===== config.mk =====
export PLATFORM = sky130hd
export DESIGN_NAME = hazard_unit_scoreboard
export DESIGN_NICKNAME = d
export VERILOG_FILES = /design/src/rtl/hazard_pkg.sv /design/src/rtl/hazard_scoreboard.sv /design/src/rtl/hazard_unit_scoreboard.sv
export SDC_FILE = /design/constraint.sdc
export NUM_CORES = 1
export LEC_CHECK = 0
export ABC_AREA = 1
export CAP_MARGIN = 10
export CORE_UTILIZATION = 50
export CTS_CLUSTER_DIAMETER = 80
export DETAILED_ROUTE_END_ITERATION = 10
export PLACE_DENSITY = 0.81
export SETUP_SLACK_MARGIN = 0.15
export SLEW_MARGIN = 15
export SYNTH_ARGS = -nofsm -noshare
export SYNTH_HDL_FRONTEND = slang
export SYNTH_SLANG_ARGS = --single-unit

===== constraint.sdc =====
create_clock -name clk -period 1.9 [get_ports clk]
set_input_delay 0.38 -clock clk [delete_from_list [all_inputs] [get_ports clk]]
set_output_delay 0.38 -clock clk [all_outputs]
set_load 0.05 [all_outputs]

===== src/rtl/hazard_pkg.sv =====
// Shared types and helpers for the load-use / branch hazard unit.
package hazard_pkg;

  localparam int unsigned DEF_REG_AW   = 4;
  localparam int unsigned DEF_LOAD_LAT = 1;
  localparam int unsigned MAX_SRC      = 8;

  typedef logic [DEF_REG_AW-1:0] reg_addr_t;

  // Countdown width able to hold LOAD_LAT-1.
  function automatic int unsigned sb_cw(input int unsigned load_lat);
    return int'($clog2(load_lat)) + 1;
  endfunction

  function automatic logic depends_on(input logic [MAX_SRC-1:0] rs_eq,
                                      input logic [MAX_SRC-1:0] rs_valid,
                                      input logic               rd_eq,
                                      input logic               rd_valid);
    return (|(rs_eq & rs_valid)) || (rd_eq && rd_valid);
  endfunction

endpackage


===== src/rtl/hazard_scoreboard.sv =====
// Per-register countdown of in-flight loads; a nonzero count marks the register busy.
module hazard_scoreboard
  import hazard_pkg::*;
#(
  parameter int unsigned REG_AW   = DEF_REG_AW,
  parameter int unsigned LOAD_LAT = DEF_LOAD_LAT
) (
  input  logic                  clk,
  input  logic                  rst_n,
  input  logic                  i_issue,
  input  logic [REG_AW-1:0]     i_issue_rd,
  input  logic                  i_freeze,
  output logic [2**REG_AW-1:0]  o_busy
);

  localparam int unsigned NREG  = 2 ** REG_AW;
  localparam int unsigned SB_CW = sb_cw(LOAD_LAT);

  for (genvar r = 0; r < NREG; r++) begin : g_cnt
    logic [SB_CW-1:0] r_cnt;

    // A new issue to this register overrides its own decrement.
    always_ff @(posedge clk) begin
      if (!rst_n) begin
        r_cnt <= '0;
      end else if (!i_freeze) begin
        if (i_issue && (i_issue_rd == REG_AW'(r))) begin
          r_cnt <= SB_CW'(LOAD_LAT - 1);
        end else if (r_cnt != '0) begin
          r_cnt <= r_cnt - SB_CW'(1);
        end
      end
    end

    assign o_busy[r] = (r_cnt != '0);
  end

endmodule


===== src/rtl/hazard_unit_scoreboard.sv =====
// Load-use / branch hazard unit: operand matching, priority control mux, stall-cycle counter.
module hazard_unit_scoreboard
  import hazard_pkg::*;
#(
  parameter int unsigned REG_AW   = DEF_REG_AW,
  parameter int unsigned NUM_SRC  = 2,
  parameter int unsigned LOAD_LAT = DEF_LOAD_LAT,
  parameter int unsigned CNT_W    = 16
) (
  input  logic                      clk,
  input  logic                      rst_n,
  input  logic                      i_branch_taken,
  input  logic                      i_mem_busy,
  input  logic                      i_dec_mem_read,
  input  logic [REG_AW-1:0]         i_dec_rd,
  input  logic [NUM_SRC*REG_AW-1:0] i_fetch_rs,
  input  logic [NUM_SRC-1:0]        i_fetch_rs_valid,
  input  logic [REG_AW-1:0]         i_fetch_rd,
  input  logic                      i_fetch_rd_valid,
  output logic                      o_flush_fetch,
  output logic                      o_flush_decode,
  output logic                      o_stall_fetch,
  output logic                      o_pc_write,
  output logic [CNT_W-1:0]          o_stall_cycles
);

  localparam int unsigned NREG = 2 ** REG_AW;

  logic [NREG-1:0]  w_busy;
  logic [NREG-1:0]  w_dep;
  logic             w_dec_hit;
  logic             w_hazard;
  logic             w_issue;
  logic [CNT_W-1:0] r_stall_cycles;

  // Per-register dependency of the fetch-stage instruction (sources and WAW destination).
  for (genvar r = 0; r < NREG; r++) begin : g_match
    logic [MAX_SRC-1:0] w_rs_eq;
    for (genvar i = 0; i < NUM_SRC; i++) begin : g_src
      assign w_rs_eq[i] = (i_fetch_rs[i*REG_AW +: REG_AW] == REG_AW'(r));
    end
    if (NUM_SRC < MAX_SRC) begin : g_pad
      assign w_rs_eq[MAX_SRC-1:NUM_SRC] = '0;
    end
    assign w_dep[r] = depends_on(w_rs_eq, MAX_SRC'(i_fetch_rs_valid),
                                 i_fetch_rd == REG_AW'(r), i_fetch_rd_valid);
  end

  assign w_dec_hit = i_dec_mem_read && w_dep[i_dec_rd];
  assign w_hazard  = w_dec_hit || (|(w_busy & w_dep));

  // The load in decode still advances on a hazard bubble; only a taken branch squashes it.
  assign w_issue = i_dec_mem_read && !i_mem_busy && !i_branch_taken;

  hazard_scoreboard #(
    .REG_AW   (REG_AW),
    .LOAD_LAT (LOAD_LAT)
  ) u_scoreboard (
    .clk        (clk),
    .rst_n      (rst_n),
    .i_issue    (w_issue),
    .i_issue_rd (i_dec_rd),
    .i_freeze   (i_mem_busy),
    .o_busy     (w_busy)
  );

  always_comb begin
    o_flush_fetch  = 1'b0;
    o_flush_decode = 1'b0;
    o_stall_fetch  = 1'b0;
    o_pc_write     = 1'b1;
    if (!rst_n) begin
      o_flush_fetch  = 1'b1;
      o_flush_decode = 1'b1;
      o_pc_write     = 1'b0;
    end else if (i_mem_busy) begin
      o_stall_fetch  = 1'b1;
      o_pc_write     = 1'b0;
    end else if (i_branch_taken) begin
      o_flush_fetch  = 1'b1;
      o_flush_decode = 1'b1;
    end else if (w_hazard) begin
      o_stall_fetch  = 1'b1;
      o_flush_decode = 1'b1;
      o_pc_write     = 1'b0;
    end
  end

  always_ff @(posedge clk) begin
    if (!rst_n) begin
      r_stall_cycles <= '0;
    end else if (o_stall_fetch && (r_stall_cycles != '1)) begin
      r_stall_cycles <= r_stall_cycles + CNT_W'(1);
    end
  end

  assign o_stall_cycles = r_stall_cycles;

endmodule

==> metrics.json <==
{
  "drt-wirelength-per-cell": {"value": 14.4, "unit": "um"},
  "critPathTopFamily": {"value": "simple AND/OR/NAND/NOR gates"},
  "dpl.hpwl": {"value": 4130, "unit": "um"},
  "starting_density_of_the_core": {"value": 53.2, "unit": "%"},
  "cellLeakagePower": {"value": 0.00132, "unit": "uW"},
  "netlist_top_cells_area": {"value": "sky130_fd_sc_hd__dfxtp_1 18%, sky130_fd_sc_hd__nor2_1 17%, sky130_fd_sc_hd__nand2_1 17%"},
  "criticalPathCategory": {"value": "input port to output port"},
  "drt_pre_antenna_iters": {"value": 5},
  "worstMarginPinSlew": {"value": 511, "unit": "ps"},
  "place_inst": {"value": 432},
  "sequence_of_cells_on_the_critical_path": {"value": "buf_8, buf_6, nand3_4, nor2_1, nor2_1, nand2_1, nand3_1, nand3_1, nand2_1, nand2_2, nand3_4, nand2_4, a21oi_4, buf_12"},
  "grt_first_pass_wirelength": {"value": 9050, "unit": "um"},
  "yosys_warnings": {"value": 0},
  "grt_pass1_vias": {"value": 1975},
  "finalNonFillerCells": {"value": 441},
  "max_freq": {"value": 470, "unit": "MHz"},
  "synthesis.instances": {"value": 332},
  "finalHoldViolCount": {"value": 0},
  "finalSetupTns": {"value": -876, "unit": "ps"},
  "antenna_cells_inserted": {"value": 0},
  "ir_worst_vdd": {"value": 356, "unit": "uV"},
  "worst_ep_required_time": {"value": 1520, "unit": "ps"},
  "cts_max_path_buffers": {"value": 2},
  "max_cap_viol_count": {"value": 0},
  "cts.sink_count": {"value": 16},
  "ant_nets": {"value": 0},
  "grt_setup_unrepaired": {"value": "yes"},
  "post_synth.cell_area_avg": {"value": 5.43, "unit": "um2"},
  "design_area": {"value": 2920, "unit": "um2"},
  "setup.worst_path.start_class": {"value": "input port"},
  "finalWirelength": {"value": 6340, "unit": "um"},
  "final.setup_skew": {"value": 2.22, "unit": "ps"},
  "drt_drc_violations_left": {"value": 0},
  "grt.total_usage": {"value": 31.8, "unit": "%"},
  "cts.hold.buffers_added": {"value": 0},
  "area_share_of_the_largest_cell_type_after_synthesis": {"value": 17.8, "unit": "%"},
  "detailroute.via_count": {"value": 2391},
  "rows": {"value": 21},
  "crit_share_post_route": {"value": 112, "unit": "%"},
  "post-synth-top-area-cell": {"value": "sky130_fd_sc_hd__dfxtp_1"},
  "first_iter_violations": {"value": 251},
  "final_period_minus_worst_setup_slack": {"value": 2130, "unit": "ps"},
  "slew_headroom": {"value": 65.6, "unit": "%"},
  "area_growth_syn_to_layout": {"value": 61.7, "unit": "%"},
  "fp.dieArea": {"value": 3850, "unit": "um2"},
  "clk_root_buffer_cell": {"value": "sky130_fd_sc_hd__clkbuf_4"},
  "htree_num_levels": {"value": 1},
  "synth_fp_nets": {"value": 357},
  "worstSetupEndpointType": {"value": "output port"},
  "place.port_buffers": {"value": 43},
  "post_route_cells_drive_above_1_share": {"value": 40.0, "unit": "%"},
  "grt.overflow.total": {"value": 0},
  "die_x": {"value": 62.1, "unit": "um"},
  "ys_types": {"value": 28},
  "min_path_type": {"value": "input port to register"},
  "height_of_the_die": {"value": 62.1, "unit": "um"},
  "synth-seq-cells": {"value": 16},
  "status": {"value": "complete, but fails checks"},
  "inserted_clock_buffers": {"value": 3},
  "gp_routability_congestion": {"value": 0.934},
  "worst_path_clk_slew": {"value": 100, "unit": "ps"},
  "postPlaceCellArea": {"value": 2540, "unit": "um2"},
  "failed_checks": {"value": "negative setup slack"},
  "critPathSlowestCell": {"value": "sky130_fd_sc_hd__a21oi_4"},
  "syn_area": {"value": 1800, "unit": "um2"},
  "largest_net_degree_at_the_start_of_global_routing": {"value": 16},
  "timing.critical_path.arrival": {"value": 1750, "unit": "ps"},
  "setup_viol": {"value": 7},
  "worstPathBufferInverterCount": {"value": 3},
  "largest_reg_flops": {"value": 16},
  "seq_area_frac_synth": {"value": 17.8, "unit": "%"},
  "finalWorstSetupSlack": {"value": -227, "unit": "ps"},
  "cts_tree": {"value": "yes"},
  "timing.final.max_slew_violations": {"value": 0},
  "core-area": {"value": 3390, "unit": "um2"},
  "hold_slack": {"value": 326, "unit": "ps"},
  "worstSkewPairLatency": {"value": 300, "unit": "ps"},
  "final_net_count": {"value": 421},
  "number_of_antenna_violations_at_the_first_check_in_global_routing": {"value": 0},
  "timing.critical_path.fanout_max": {"value": 4},
  "io_pins": {"value": 44},
  "finalPower": {"value": 1030, "unit": "uW"},
  "worst_path_largest_cell_delay": {"value": 170, "unit": "ps"},
  "powerDensity": {"value": 354, "unit": "nW/um2"},
  "vias_per_cell": {"value": 5.42}
}
[stage by stage]
stage          utilization (%)  setup slack [ps]
2_1_floorplan                -              -178
3_3_place_gp              75.0              -711
3_5_place_dp              75.0              -718
4_1_cts                   82.1              -172
5_1_grt                   86.0              -356
6_report                  86.0              -227
[worst reg2reg max path, stage by stage, from the launching register on]
cell	delay, ps
sky130_fd_sc_hd__dfxtp_4	400
sky130_fd_sc_hd__ha_4	160
sky130_fd_sc_hd__inv_1	70
sky130_fd_sc_hd__nor3_4	200
sky130_fd_sc_hd__nand2_2	120
sky130_fd_sc_hd__nor3_4	170
sky130_fd_sc_hd__nand3b_4	160
sky130_fd_sc_hd__buf_4	200
sky130_fd_sc_hd__nand4_1	140
sky130_fd_sc_hd__a21oi_2	80
[cell families (layout without fill, tap and decap cells)]
group	count (synthesis)	count (layout)	share of synthesized area [%]
and+or+nand+nor	230	231	57.5
buffers and inverters	55	117	12.8
AOI/OAI and AO/OA	17	17	4.93
DFF	16	16	17.8
xor gates and xnor gates	13	13	6.32
adders and majority gates	1	1	0.694
[synth_stat cells, drive strengths merged]
master  instances
clkbuf          3
dfxtp          16
nor3            5
nor2           82
nand3b          1
nand3          40
a21oi          16
nor4            3
o21ai           1
nand2          82
clkinv          1
xnor2           4
xor2            9
ha              1
inv            46
nand4          17
buf             5
[final cells by class]
type / instances / area, um2
multi-input cells: 262 / 1600
inverters: 47 / 181
clock buffers: 4 / 36.3
repair buffers: 66 / 693
flip-flops and latches: 16 / 345
fillers: 203 / 474
well taps: 46 / 57.6
[what timing repair did]
action / CTS / global route
setup endpoints to repair: 23 / 20
resized for setup: 148 / 44
buffers inserted: 2 / 1
gates cloned: 2 / 0
pin swaps: 50 / 25
endpoints found under the hold margin: 0 / 0
[report_power, final]
| part | internal (uW) | switching [uW] |
|---|---|---|
| logic | 197 | 256 |
| clock network | 117 | 120 |
| registers | 333 | 7.26 |
| total | 647 | 384 |
[cell usage in the layout, fill, tap and decap left out, drive strengths merged, types with 2 or more instances in the layout]
master,instances
dlygate4sd2,4
nand3,41
nand4,17
clkdlybuf4s15,2
dfxtp,16
buf,52
nand2,82
clkbuf,7
clkdlybuf4s50,3
a21oi,16
nor4,3
nor2,82
nor3,5
inv,45
xor2,9
xnor2,4
[worst paths after layout]
path         slack [ps]                      startpoint  cells past startpoint                             end
max                -230             i_fetch_rs_valid[0]                     14                      o_pc_write
min                 330                           rst_n                      3  o_stall_cycles[0]$_SDFFE_PN0P_
max reg2reg         100  o_stall_cycles[0]$_SDFFE_PN0P_                      9  o_stall_cycles[8]$_SDFFE_PN0P_
min reg2reg         520  o_stall_cycles[3]$_SDFFE_PN0P_                      2  o_stall_cycles[3]$_SDFFE_PN0P_
[routing by layer]
metal	vias up	global-route usage, %	wire (um)
met4	0	8.25	142
met1	1062	47.1	2780
li1	1190	-	-
met2	122	47.1	2880
met5	-	0	0
met3	17	5.38	546
No activity file was read; power rests on OpenSTA's default activity.
